--- config.mk ---
export PLATFORM = sky130hd
export DESIGN_NAME = uart_rx_dma
export DESIGN_NICKNAME = d
export VERILOG_FILES = /design/src/rtl/uart_rx_dma_pkg.sv /design/src/rtl/sync_fifo.sv /design/src/rtl/uart_rx_dma.sv
export SDC_FILE = /design/constraint.sdc
export NUM_CORES = 1
export LEC_CHECK = 0
export BUFFER_PORTS_ARGS = -buffer_cell sky130_fd_sc_hd__buf_2
export CAP_MARGIN = 40
export CORE_ASPECT_RATIO = 1.4
export CORE_UTILIZATION = 42
export CTS_CLUSTER_SIZE = 14
export DETAILED_ROUTE_END_ITERATION = 6
export MAX_ROUTING_LAYER = met4
export PLACE_DENSITY = 0.63
export SLEW_MARGIN = 0
export SYNTH_ARGS = -nofsm -noshare
export SYNTH_HDL_FRONTEND = slang
export SYNTH_SLANG_ARGS = --single-unit
--- constraint.sdc ---
create_clock -name i_wb_clk -period 4.15 [get_ports i_wb_clk]
set_input_delay 1.0375 -clock i_wb_clk [delete_from_list [all_inputs] [get_ports i_wb_clk]]
set_output_delay 1.0375 -clock i_wb_clk [all_outputs]
set_load 0.02 [all_outputs]
--- src/rtl/uart_rx_dma_pkg.sv ---
// Shared definitions for the UART receive DMA block.
// Contents: arbiter state encoding, default receive-window limits and the
// write-pointer advance helper.
package uart_rx_dma_pkg;

   typedef enum logic [1:0] {
      ARB_IDLE = 2'd0,
      ARB_CPU  = 2'd1,
      ARB_DMA  = 2'd2
   } arb_state_e;

   localparam logic [31:0] DEF_ADR_LL = 32'h00C0_0000;
   localparam logic [31:0] DEF_ADR_UL = 32'h00C1_0000;

   // Next word address inside [ll, ul); wraps back to ll at the top.
   function automatic logic [31:0] ptr_next(input logic [31:0] ptr,
                                            input logic [31:0] ll,
                                            input logic [31:0] ul);
      logic [31:0] inc;
      inc = ptr + 32'd4;
      return (inc == ul) ? ll : inc;
   endfunction

endpackage

--- src/rtl/sync_fifo.sv ---
// Generic synchronous FIFO, one clock, first-word-fall-through head.
// Latency: pushed word is visible on dat_o the cycle after the push edge.
// Backpressure: push is taken when not full or when a pop happens in the same
// cycle; otherwise it is ignored. Ports: clk_i, rst_i, push_i/dat_i,
// pop_i/dat_o, full_o, empty_o.
module sync_fifo #(
   parameter int WIDTH = 32,
   parameter int DEPTH = 4
) (
   input  logic             clk_i,
   input  logic             rst_i,
   input  logic             push_i,
   input  logic [WIDTH-1:0] dat_i,
   input  logic             pop_i,
   output logic [WIDTH-1:0] dat_o,
   output logic             full_o,
   output logic             empty_o
);

   localparam int AW = $clog2(DEPTH);
   localparam logic [AW:0] FULL_CNT = (AW+1)'(DEPTH);

   logic [WIDTH-1:0] mem_q [DEPTH];
   logic [AW-1:0]    wr_q, rd_q;
   logic [AW:0]      cnt_q;
   logic             do_push, do_pop;

   assign empty_o = (cnt_q == '0);
   assign full_o  = (cnt_q == FULL_CNT);
   assign do_pop  = pop_i & ~empty_o;
   // A pop in the same cycle frees the slot, so a full FIFO still accepts.
   assign do_push = push_i & (~full_o | do_pop);
   assign dat_o   = mem_q[rd_q];

   always_ff @(posedge clk_i or posedge rst_i) begin
      if (rst_i) begin
         wr_q  <= '0;
         rd_q  <= '0;
         cnt_q <= '0;
      end else begin
         if (do_push) wr_q <= wr_q + AW'(1);
         if (do_pop)  rd_q <= rd_q + AW'(1);
         case ({do_push, do_pop})
            2'b10:   cnt_q <= cnt_q + (AW+1)'(1);
            2'b01:   cnt_q <= cnt_q - (AW+1)'(1);
            default: cnt_q <= cnt_q;
         endcase
      end
   end

   // Storage carries no reset; the pointers define what is valid.
   always_ff @(posedge clk_i) begin
      if (do_push) mem_q[wr_q] <= dat_i;
   end

endmodule

--- src/rtl/uart_rx_dma.sv ---
// UART receive DMA: packs received bytes little-endian into words, queues them
// and writes them to RAM, sharing the RAM port with a CPU Wishbone master.
// Ports: i_wb_clk/i_wb_rst; i_rx_done/i_rx_dat byte strobe; i_cpu_* CPU bus in,
// o_cpu_rdt/o_cpu_ack back; o_mem_* RAM bus out, i_mem_rdt/i_mem_ack back;
// o_wr_ptr next DMA address; o_ovf sticky word-drop flag.
module uart_rx_dma
   import uart_rx_dma_pkg::*;
#(
   parameter int          DEPTH  = 4,
   parameter logic [31:0] ADR_LL = DEF_ADR_LL,
   parameter logic [31:0] ADR_UL = DEF_ADR_UL
) (
   input  logic        i_wb_clk,
   input  logic        i_wb_rst,
   input  logic        i_rx_done,
   input  logic [7:0]  i_rx_dat,
   input  logic [31:0] i_cpu_adr,
   input  logic        i_cpu_cyc,
   input  logic        i_cpu_we,
   input  logic [3:0]  i_cpu_sel,
   input  logic [31:0] i_cpu_dat,
   output logic [31:0] o_cpu_rdt,
   output logic        o_cpu_ack,
   output logic [31:0] o_mem_adr,
   output logic        o_mem_cyc,
   output logic        o_mem_we,
   output logic [3:0]  o_mem_sel,
   output logic [31:0] o_mem_dat,
   input  logic [31:0] i_mem_rdt,
   input  logic        i_mem_ack,
   output logic [31:0] o_wr_ptr,
   output logic        o_ovf
);

   arb_state_e  state_q, state_d;
   logic [1:0]  cnt_q, cnt_d;
   logic [23:0] part_q;
   logic [31:0] wr_ptr_q, wr_ptr_d;
   logic        ovf_q, ovf_d;

   logic        push, pop;
   logic        fifo_full, fifo_empty;
   logic [31:0] fifo_head;

   // The 4th byte goes straight into the pushed word, not via part_q.
   assign push = i_rx_done & (cnt_q == 2'd3);
   assign pop  = (state_q == ARB_DMA) & i_mem_ack;

   sync_fifo #(.WIDTH(32), .DEPTH(DEPTH)) u_fifo (
      .clk_i   (i_wb_clk),
      .rst_i   (i_wb_rst),
      .push_i  (push),
      .dat_i   ({i_rx_dat, part_q}),
      .pop_i   (pop),
      .dat_o   (fifo_head),
      .full_o  (fifo_full),
      .empty_o (fifo_empty)
   );

   always_comb begin
      cnt_d    = i_rx_done ? cnt_q + 2'd1 : cnt_q;
      wr_ptr_d = pop ? ptr_next(wr_ptr_q, ADR_LL, ADR_UL) : wr_ptr_q;
      ovf_d    = ovf_q | (push & fifo_full & ~pop);
   end

   always_ff @(posedge i_wb_clk or posedge i_wb_rst) begin
      if (i_wb_rst) begin
         state_q  <= ARB_IDLE;
         cnt_q    <= 2'd0;
         wr_ptr_q <= ADR_LL;
         ovf_q    <= 1'b0;
      end else begin
         state_q  <= state_d;
         cnt_q    <= cnt_d;
         wr_ptr_q <= wr_ptr_d;
         ovf_q    <= ovf_d;
      end
   end

   always_ff @(posedge i_wb_clk) begin
      if (i_rx_done) begin
         case (cnt_q)
            2'd0:    part_q[7:0]   <= i_rx_dat;
            2'd1:    part_q[15:8]  <= i_rx_dat;
            2'd2:    part_q[23:16] <= i_rx_dat;
            default: part_q        <= part_q;
         endcase
      end
   end

   // Arbiter: CPU wins from IDLE; every RAM access returns through IDLE so a
   // request arriving while the other master owns the bus waits one turn.
   always_comb begin
      state_d   = state_q;
      o_mem_cyc = 1'b0;
      o_mem_we  = 1'b0;
      o_mem_sel = 4'b0000;
      o_mem_adr = wr_ptr_q;
      o_mem_dat = fifo_head;
      o_cpu_ack = 1'b0;
      case (state_q)
         ARB_IDLE: begin
            if (i_cpu_cyc)        state_d = ARB_CPU;
            else if (!fifo_empty) state_d = ARB_DMA;
         end
         ARB_CPU: begin
            // The CPU master holds cyc until acked, so ack is the only exit.
            o_mem_cyc = i_cpu_cyc;
            o_mem_we  = i_cpu_we;
            o_mem_sel = i_cpu_sel;
            o_mem_adr = i_cpu_adr;
            o_mem_dat = i_cpu_dat;
            o_cpu_ack = i_mem_ack;
            if (i_mem_ack) state_d = ARB_IDLE;
         end
         ARB_DMA: begin
            o_mem_cyc = 1'b1;
            o_mem_we  = 1'b1;
            o_mem_sel = 4'b1111;
            if (i_mem_ack) state_d = ARB_IDLE;
         end
         default: state_d = ARB_IDLE;
      endcase
   end

   assign o_cpu_rdt = i_mem_rdt;
   assign o_wr_ptr  = wr_ptr_q;
   assign o_ovf     = ovf_q;

endmodule

==> impl_results.md, run 1 <==
- Outcome: finished clean
- Clock skew: 0.0115 ns
- Die Y-Extent: 176 µm
- Total Nets Final: 877
- Final setup viols: 0
- Post-CTS setup buffer count: 0
- Post-Route Setup TNS: 0 ns
- Layout area overhead: 16.3%
- Starting Density: 42.9%
- Number of DRC markers in iteration 0: 274
- Global-route wire length before repair: 30300 µm
- IO buf count: 183
- R2r setup slk: 0.85 ns
- Period utilization: 82.6%
- Via/cell ratio: 5.37
- Number of synthesized flops with an enable pin: 152
- CTS Buf Count: 17
- Most frequent cells after synthesis: edfxtp_1 (152), mux2_2 (61), dfrtp_1 (40), buf_4 (35), mux4_2 (32)
- Post-Syn Instances: 605
- Largest net degree at the start of global routing: between 40 and 50
- Power per standard cell area: 601 nW/µm²
- CP endpoint kind: output port
- Residual DRC: 0
- Final Hold Viols: 0
- Worst EP required: approximately 3.1 ns
- Die Wd: about 130 µm
- Leak: between 4 and 5 nW
- Worst Setup SP: u_fifo.rd_q[0]
- I/O pin count: 250
- Detailed Routing Iterations Pass 1: 4
- Worst slew pin tran: 0.705 ns
- Final min period: 3.43 ns
- N_diodes: 0
- GRT Util Overall: 19.0%
- Slew margin rel.: 52.8%
- Final-report max-slew violation count: 0
- Final WS setup: 0.722 ns
- CTS root buf: clkbuf_16
- Async set-or-reset flop fraction in the synthesized netlist: a little over a fifth
- Post-synthesis cell type count: 59
- Reg clk slew, reported paths: 0.07 ns
- Number of global-route vias before repair: 5592
- Count leader, synth: edfxtp_1
- Worst EP arrival: 2.39 ns
- Final Wtd Congestion: 0.910
- Largest cells by area after synthesis: edfxtp_1 (50%), dfrtp_1 (11%), mux4_2 (7.9%), mux2_2 (7.5%), buf_4 (2.9%)
- Min-delay worst type: flip-flop to flip-flop
- Share of cells above drive strength 1: 43.8%
- Synth Cell Area: 9100 µm²
- CTS Sinks: about 190
- Tot Pwr: 6.36 mW
- Die area: ~22000 µm²
- Synth Flop Type: edfxtp_1
- Core box area: 21200 µm²
- CTS tree: yes
- H-tree depth: 4
- Worst vdd ir: 0.000402 V
- Register area share after synthesis: between 60% and 70%
- Worst Setup EP: o_mem_dat[9]
- RR Endpoint: o_wr_ptr[16]
- Worst-Skew Late Latency: 0.42 ns
- Max-Cap Viols: 0
- Unrepaired setup endpoints after global routing: no
- YS warnings: 0
- Startpoint Class: flip-flop
- Hold-fix buffers at CTS: 0
- Reg-to-Reg Start: o_wr_ptr[2]
- Worst reg-to-reg path cell count: 9
- Synthesized area per cell: roughly 15 µm²
- ANT nets after route: 0
- DP HPWL: 13800 µm
- Routed length per placed instance: 19.4 µm
- Gr ovfl total: 0
- Synth Register Bits: 194
- Max frequency: 292 MHz
- Row count: 63
- DP Worst Slack: 0.873 ns
- Largest area contributor in the netlist: edfxtp_1
- Yosys top cell area share: 50.1%
- Worst Path Max Fanout: 20
- Post_cts resized: 0
- Total routed wirelength: 19800 µm
- Routed vias: 5479
- Initial antenna violation count: 0
- Crit Path Class: flip-flop to output port
- Clock Tree Buf Depth: 2
## kinds of logic after synthesis
group           synth area share (%)
compound gates                  2.54
xor+xnor                        3.75
simple gates                    8.82
flops                           61.7
buf+inv                         5.36
other cells                   0.0412
fa+ha+maj                       1.87
mux                             15.9
## how the worst min path moves through the flow
stage,from,endpoint,slack (ns),cells past startpoint
after floorplan,part_q[0],u_fifo.mem_q[0][0],0.46,0
after global placement,part_q[18],u_fifo.mem_q[1][18],0.46,0
after detailed placement,part_q[10],u_fifo.mem_q[0][10],0.48,0
after CTS,part_q[10],u_fifo.mem_q[3][10],0.50,0
after global routing,part_q[23],u_fifo.mem_q[3][23],0.51,0
final,part_q[5],u_fifo.mem_q[3][5],0.50,0
## worst max-delay path: stages (launching register included)
cell	delay, ns
dfrtp_2	0.70
buf_12	0.28
mux4_2	0.55
mux2_2	0.27
buf_2	0.16
## layout by cell type, fill, tap and decap left out, types with 4 or more instances in the layout
cell / instances
a21oi_1: 12
and2_1: 12
and3_1: 10
buf_2: 183
buf_4: 9
clkbuf_16: 17
dfrtp_1: 39
edfxtp_1: 152
ha_1: 11
inv_1: 13
mux2_2: 61
mux2i_1: 4
mux4_2: 32
nand2_1: 28
nand2b_1: 4
nand3_1: 23
nand4_1: 12
nor2_1: 15
nor2b_1: 8
nor3_1: 12
nor4_1: 4
o21ai_0: 6
xnor2_1: 29
xor2_1: 10
## report_power, final
part	total [mW]	internal, mW	switching [mW]
Sequential	2.55	2.36	0.182
Combinational	2.28	1.01	1.27
Clock	1.54	0.836	0.704
Total	6.36	4.21	2.15
## registers in the layout, indices dropped and copies added (netlist names)
name and flops:
u_fifo.mem_q 128, o_wr_ptr 30, part_q 24, u_fifo.cnt_q 3, cnt_q 2, state_q 2
u_fifo.rd_q 2, u_fifo.wr_q 2, o_ovf 1
## cell type report
type | instances | area, µm²
tap | 260 | 325
inverter | 13 | 48.8
sequential | 194 | 5620
clock buffer | 18 | 429
timing repair buffer | 194 | 1020
clock inverter | 12 | 125
multi-input combinational | 330 | 3010
fill | 1842 | 10600
## metrics by stage
stage                     cells  cell area, µm²  utilization, %  hold slack (ns)
after global routing       1021           10600            49.9            0.515
final                      1021           10600            49.9            0.500
after global placement      991           10000            47.3            0.465
after floorplan             606            9110               -            0.459
after detailed placement    991           10000            47.3            0.484
after CTS                  1021           10600            49.9            0.500
## routing by layer
layer / track usage, % / wire length (µm) / up-vias
met1: 20.4 / 7490 / 2731
met2: 34.9 / 11000 / 199
li1: - / - / 2522
met3: 3.73 / 954 / 27
met5: - / 0 / -
met4: 6.02 / 388 / 0
No activity file was read; power rests on OpenSTA's default activity.
==> run 2, diff against run 1 <==
==> constraint.sdc (replaced) <==
create_clock -name i_wb_clk -period 3.3 [get_ports i_wb_clk]
set_input_delay 0.825 -clock i_wb_clk [delete_from_list [all_inputs] [get_ports i_wb_clk]]
set_output_delay 0.825 -clock i_wb_clk [all_outputs]
set_load 0.02 [all_outputs]
==> impl_results.md, run 2 (synthesized netlist as in run 1, its figures left out) <==
- Biggest register: u_fifo.mem_q
- CTS root buf: clkbuf_16
- Hold Crit Start: part_q[13]
- Routed length per placed instance: 19.7 µm (+1.4%)
- Core box area: 21200 µm² (unchanged)
- Slew margin rel.: 52.9% (+0.085 points)
- Die Y-Extent: 176 µm (unchanged)
- Die area: 22300 µm² (unchanged)
- H-tree depth: 4 (unchanged)
- Worst-Skew Late Latency: 0.43 ns (about the same)
- Worst EP arrival: 3.44 ns (+1.05 ns)
- Leading cell types in the layout, fill and taps excluded: buf_2 (183), edfxtp_1 (152), mux2_2 (61)
- Finished layout cell area: 10800 µm² (+1.8%)
- Grt met3 use: 4.06% (+0.33 points)
- Final WS setup: 0.171 ns (-0.552 ns)
- Residual DRC: 0 (unchanged)
- Leak: 4.31 nW (+2.8%)
- Sw Ratio: 34.1% (+0.30 points)
- Met1 Use GR: 20.3% (-0.093 points)
- Reg-to-Reg Start: o_wr_ptr[22]
- Routed vias: 5516 (+0.68%)
- Startpoint Class: flip-flop
- Layout area overhead: 18.3%
- CTS Sinks: 194 (unchanged)
- Number of global-route vias before repair: 5585 (-0.13%)
- Power per standard cell area: 764 nW/µm² (+27%)
- Hold-fix buffers at CTS: 0 (unchanged)
- Starting Density: 42.9% (unchanged)
- Worst EP required: 3.61 ns (+0.50 ns)
- Die Wd: 126 µm (unchanged)
- Clock Tree Buf Depth: 2 (unchanged)
- Placed insts: 1007 (+1.6%)
- CTS Buf Count: 17 (unchanged)
- Final setup viols: 0 (unchanged)
- Crit Path Class: flip-flop to flip-flop
- Worst Path Max Fanout: 7 (-65%)
- Internal: 5.43 mW (+29%)
- Outcome: finished clean
- Max-Cap Viols: 0 (unchanged)
- Max frequency: approximately 320 MHz
- DP HPWL: 14100 µm (+2.3%)
- ANT nets after route: 0 (unchanged)
- Detailed Routing Iterations Pass 1: 4 (unchanged)
- Post-Route Setup TNS: 0 ns (unchanged)
- I/O pin count: 250 (unchanged)
- Min-delay worst type: flip-flop to flip-flop
- Global-route wire length before repair: 30700 µm (+1.3%)
- Register area: 5620 µm² (unchanged)
- Unrepaired setup endpoints after global routing: no
- Share of cells above drive strength 1: 45.3% (+1.6 points)
- Via/cell ratio: 5.31 (-1.1%)
- Worst slew pin tran: 0.704 ns (-0.00127 ns)
- CP endpoint kind: flip-flop
- Combinational power share: 36.1% (+0.3 points)
- Row count: 63 (unchanged)
- Max FFs per register: 128 (unchanged)
- IO buf count: 183 (unchanged)
- Worst vdd ir: 0.000448 V (+11%)
- Gr ovfl total: 0 (unchanged)
- Period utilization: between 90% and 100%
- N_diodes: 0 (unchanged)
- Met2 Track Usage GR: 35.3% (+0.39 points)
- Switching pwr: 2.81 mW (+31%)
- Area occupied by multi-input gates: 3020 µm² (+0.17%)
- Fillers: 1829 (-0.71%)
- Final Hold Viols: 0 (unchanged)
- Flop pwr share: 38.0% (-2.0 points)
- CTS tree: yes
- Reg clk slew, reported paths: 0.08 ns (about the same)
- Largest net degree at the start of global routing: 46 (+4.5%)
- Final min period: 3.13 ns
- Most common cell after layout, fill and taps aside: buf_2
- Non-filler cells, final: 1039 (+1.8%)
- Total routed wirelength: 20500 µm (+3.2%)
- Clock skew: 0.0148 ns (+0.00329 ns)
- Final-report max-slew violation count: 0 (unchanged)
- Clk network pwr share: 25.9% (+1.7 points)
- Total Nets Final: 893 (+1.8%)
- Number of DRC markers in iteration 0: 305 (+11%)
- Worst Setup SP: o_wr_ptr[22]
- Initial antenna violation count: 0 (unchanged)
- Final Wtd Congestion: 0.834 (-8.4%)
- GRT Util Overall: 19.4% (+0.39 points)
- DP Worst Slack: 0.0715 ns (-0.801 ns)
- Placed cell areas: 10200 µm² (+1.2%)
- Global routing's busiest layer: met2
## run 2: area by class of cell
type / count / share of cell area [%]
Inverter: 13 / 0.453
Clock buffer: 17 / 3.95
Clock inverter: 15 / 1.79
Sequential cell: 194 / 52.2
Tap cell: 260 / 3.02
Timing Repair Buffer: 210 / 10.6
Multi-Input combinational cell: 330 / 28.0
## run 2: per-stage QoR
step                util [%]  power (mW)  hold slack [ns]
detailed placement      47.9        6.20            0.483
floorplan                  -        5.29            0.459
global route            50.8        8.63            0.514
CTS                     50.8        8.36            0.502
global placement        47.9        6.14            0.466
finish                  50.8        8.23            0.500
## run 2: path summary, 6_finish.rpt
check                      cells past startpoint                   to  slack (ns)
setup / recovery                               8         o_wr_ptr[16]        0.17
hold / removal                                 0  u_fifo.mem_q[3][13]        0.50
setup reg to reg                               8         o_wr_ptr[16]        0.17
hold reg to reg                                0  u_fifo.mem_q[3][13]        0.50
max in group asynchronous                      3       u_fifo.rd_q[0]        2.35
min in group asynchronous                      3         o_wr_ptr[25]        0.54
## run 2: worst max-delay path: stages, from the launching register on
cell and delay [ns]:
dfstp_2 0.59, nand3_1 0.14, or4_4 0.56, nor2_4 0.12, mux2i_1 0.09, or4_1 0.50, or4_4 0.55, and3_1 0.18
a221o_1 0.26
## run 2: routing by layer
layer	wire, µm	vias to the layer above
li1	-	2560
met5	0	-
met2	11200	182
met1	7930	2740
met4	546	0
met3	804	34
## run 2: timing repair
| action | in CTS | in global routing |
|---|---|---|
| buffers inserted | 0 | 0 |
| resized for setup | 0 | 2 |
| setup endpoints to repair | 0 | 1 |
## run 2: power groups by stage
| stage | clock network [mW] | logic (mW) | registers [mW] |
|---|---|---|---|
| finish | 2.13 | 2.97 | 3.13 |
| global route | 2.26 | 3.21 | 3.16 |
| CTS | 2.19 | 3.04 | 3.13 |
| detailed placement | 0 | 3.02 | 3.18 |
| global placement | 0 | 2.99 | 3.15 |
| floorplan | 0 | 2.11 | 3.18 |
==> run 3, diff against run 2 <==
--- a/config.mk
+++ b/config.mk
@@ -5,10 +5,12 @@
 export SDC_FILE = /design/constraint.sdc
 export NUM_CORES = 1
 export LEC_CHECK = 0
+export ABC_AREA = 1
 export BUFFER_PORTS_ARGS = -buffer_cell sky130_fd_sc_hd__buf_2
 export CAP_MARGIN = 40
 export CORE_ASPECT_RATIO = 1.4
 export CORE_UTILIZATION = 42
+export CTS_BUF_LIST = sky130_fd_sc_hd__clkbuf_4 sky130_fd_sc_hd__clkbuf_8 sky130_fd_sc_hd__clkbuf_16
 export CTS_CLUSTER_SIZE = 14
 export DETAILED_ROUTE_END_ITERATION = 6
 export MAX_ROUTING_LAYER = met4
==> impl_results.md, run 3 <==
- Core box area: 21900 µm² (+3.1%)
- Count leader, synth: nor2_1
- Worst Path Max Fanout: 66 (+59)
- Grt met3 use: 3.24% (-0.82 points)
- Final Wtd Congestion: 0.953 (+14%)
- Tot Pwr: 9.06 mW (+10%)
- Async set-or-reset flop fraction in the synthesized netlist: 21.6% (unchanged)
- Die Y-Extent: 179 µm (+1.4%)
- Layout area overhead: 16.7%
- Startpoint Class: flip-flop
- Outcome: finished clean
- CTS Sinks: 194 (unchanged)
- Synthesized area per cell: 9.25 µm² (-39%)
- Worst EP required: 2.47 ns (-1.14 ns)
- Clock skew: 0.00961 ns (-0.00518 ns)
- Worst reg-to-reg path cell count: 7 (-1)
- Leak: 4.51 nW (+4.8%)
- Worst slew pin tran: 0.699 ns (-0.00500 ns)
- Number of global-route vias before repair: 6775 (+21%)
- Detailed Routing Iterations Pass 1: 5 (+1)
- Reg clk slew, reported paths: 0.07 ns (about the same)
- Period utilization: 91.1% (-3.8 points)
- Global routing's busiest layer: met2
- Leading cell types in the layout, fill and taps excluded: nor2_1 (218), nand2_1 (201), buf_2 (183)
- Synth Register Bits: 194 (unchanged)
- Unrepaired setup endpoints after global routing: no
- Largest net degree at the start of global routing: 68 (+48%)
- Hold Slack: 0.464 ns (-0.0361 ns)
- Max FFs per register: 128 (unchanged)
- Final WS setup: 0.295 ns (+0.124 ns)
- Share of cells above drive strength 1: 21.9% (-23 points)
- Post-CTS setup buffer count: 0 (unchanged)
- DP Worst Slack: 0.623 ns (+0.552 ns)
- Synth Flop Type: edfxtp_1
- Met2 Track Usage GR: 37.5% (+2.2 points)
- Worst vdd ir: 0.000361 V (-19%)
- Post-synthesis cell type count: 31 (-47%)
- Gr ovfl total: 0 (unchanged)
- Routed length per placed instance: 15.6 µm (-21%)
- GRT Util Overall: 21.5% (+2.1 points)
- IO buf count: 183 (unchanged)
- Placed cell areas: 10400 µm² (+2.3%)
- YS warnings: 0 (unchanged)
- Clock Tree Buf Depth: 2 (unchanged)
- CTS Buf Count: 17 (unchanged)
- Hold-fix buffers at CTS: 0 (unchanged)
- Largest cells by area after synthesis: edfxtp_1 (49%), dfrtp_1 (11%), nor2_1 (8.9%), nand2_1 (8.1%), o21ai_0 (6.7%)
- Reg-to-Reg Start: state_q[0]
- CTS tree: yes
- CTS root buf: clkbuf_16
- Starting Density: 42.8% (-0.12 points)
- Final setup viols: 0 (unchanged)
- Min-delay worst type: primary input to asynchronous set/reset pin
- Max frequency: 333 MHz (+4.1%)
- Number of DRC markers in iteration 0: 377 (+24%)
- Routed vias: 7195 (+30%)
- Most frequent cells after synthesis: nor2_1 (222), nand2_1 (201), edfxtp_1 (152), o21ai_0 (125), inv_1 (75)
- Final Core Density: 50.0% (-0.82 points)
- R2r setup slk: 1.00 ns (+0.83 ns)
- Total routed wirelength: 22900 µm (+12%)
- Power per standard cell area: 829 nW/µm² (+8.4%)
- Non-filler cells, final: 1464 (+41%)
- Initial antenna violation count: 0 (unchanged)
- Row count: 64 (+1.6%)
- Met1 Use GR: 24.4% (+4.1 points)
- Die Wd: 128 µm (+1.4%)
- H-tree depth: 4 (unchanged)
- Residual DRC: 0 (unchanged)
- Worst Setup SP: u_fifo.rd_q[0]
- Yosys top cell area share: 48.8% (-1.4 points)
- Slew margin rel.: 53.4% (+0.55 points)
- Post_cts resized: 0 (unchanged)
- ANT nets after route: 0 (unchanged)
- I/O pin count: 250 (unchanged)
- Finished layout cell area: 10900 µm² (+1.4%)
- N_diodes: 0 (unchanged)
- Placed insts: 1432 (+42%)
- Global-route wire length before repair: 35300 µm (+15%)
- CP endpoint kind: output port
- Post-Route Setup TNS: 0 ns (unchanged)
- Post-Syn Instances: 1012 (+67%)
- Final min period: 3.01 ns (-0.124 ns)
- RR Endpoint: u_fifo.mem_q[0][21]
- Register area share after synthesis: 60.0% (-1.7 points)
- Number of synthesized flops with an enable pin: 152 (unchanged)
- Crit Path Class: flip-flop to output port
- Largest area contributor in the netlist: edfxtp_1
- Worst EP arrival: 2.18 ns (-1.26 ns)
- Most common cell after layout, fill and taps aside: nor2_1
- DP HPWL: 16100 µm (+14%)
- Synth Cell Area: 9360 µm² (+2.8%)
- Worst-Skew Late Latency: 0.43 ns (about the same)
- Via/cell ratio: 4.91 (-7.4%)
- Final-report max-slew violation count: 0 (unchanged)
- Max-Cap Viols: 0 (unchanged)
- Total Nets Final: 1281 (+43%)
- Die area: 22900 µm² (+2.8%)
- Biggest register: u_fifo.mem_q
- Final Hold Viols: 0 (unchanged)
run 3: cells by family after synthesis:
kind of cell / synth area share, %
AND/OR/NAND/NOR: 20.1
other: 0.0401
flip-flops: 60.0
buffers and inverters: 7.55
multiplexers: 0.120
adder cells (fa/ha/maj): 1.82
AO/OA/AOI/OAI: 9.54
XOR/XNOR: 0.842
run 3: power breakdown:
group / leakage, nW / internal [mW] / switching (mW) / total, mW
Sequential: 1.91 / 3.05 / 0.280 / 3.33
Combinational: 2.34 / 1.19 / 2.64 / 3.83
Clock: 0.266 / 0.983 / 0.918 / 1.90
Total: 4.51 / 5.22 / 3.83 / 9.06
run 3: critical path, cell delays in order, from the launching register on:
cell	delay, ns
dfrtp_2	0.39
buf_4	0.55
nor2_1	0.11
nor2_1	0.11
o21ai_0	0.10
a31oi_1	0.25
buf_2	0.21
run 3: cell type report:
cell class	instances	area [µm²]
fill	2099	10900
sequential	194	5620
multi-input combinational	666	3050
timing repair buffer	198	1050
clock buffer	18	433
tap	297	372
inverter	77	293
clock inverter	14	106
run 3: worst max-delay path by stage:
stage                         endpoint  cells after the start
global route             o_mem_dat[29]                      6
floorplan           u_fifo.mem_q[0][0]                      5
CTS                      o_mem_dat[30]                      5
finish                   o_mem_dat[27]                      6
global placement         o_mem_dat[30]                      5
detailed placement       o_mem_dat[30]                      5
run 3: per-layer routing:
layer	vias to the layer above	wire, µm	share of wire, %
li1	3597	-	-
met1	3320	9390	41
met2	240	11800	52
met3	38	1020	4.5
met4	0	620	2.7
met5	-	0	0
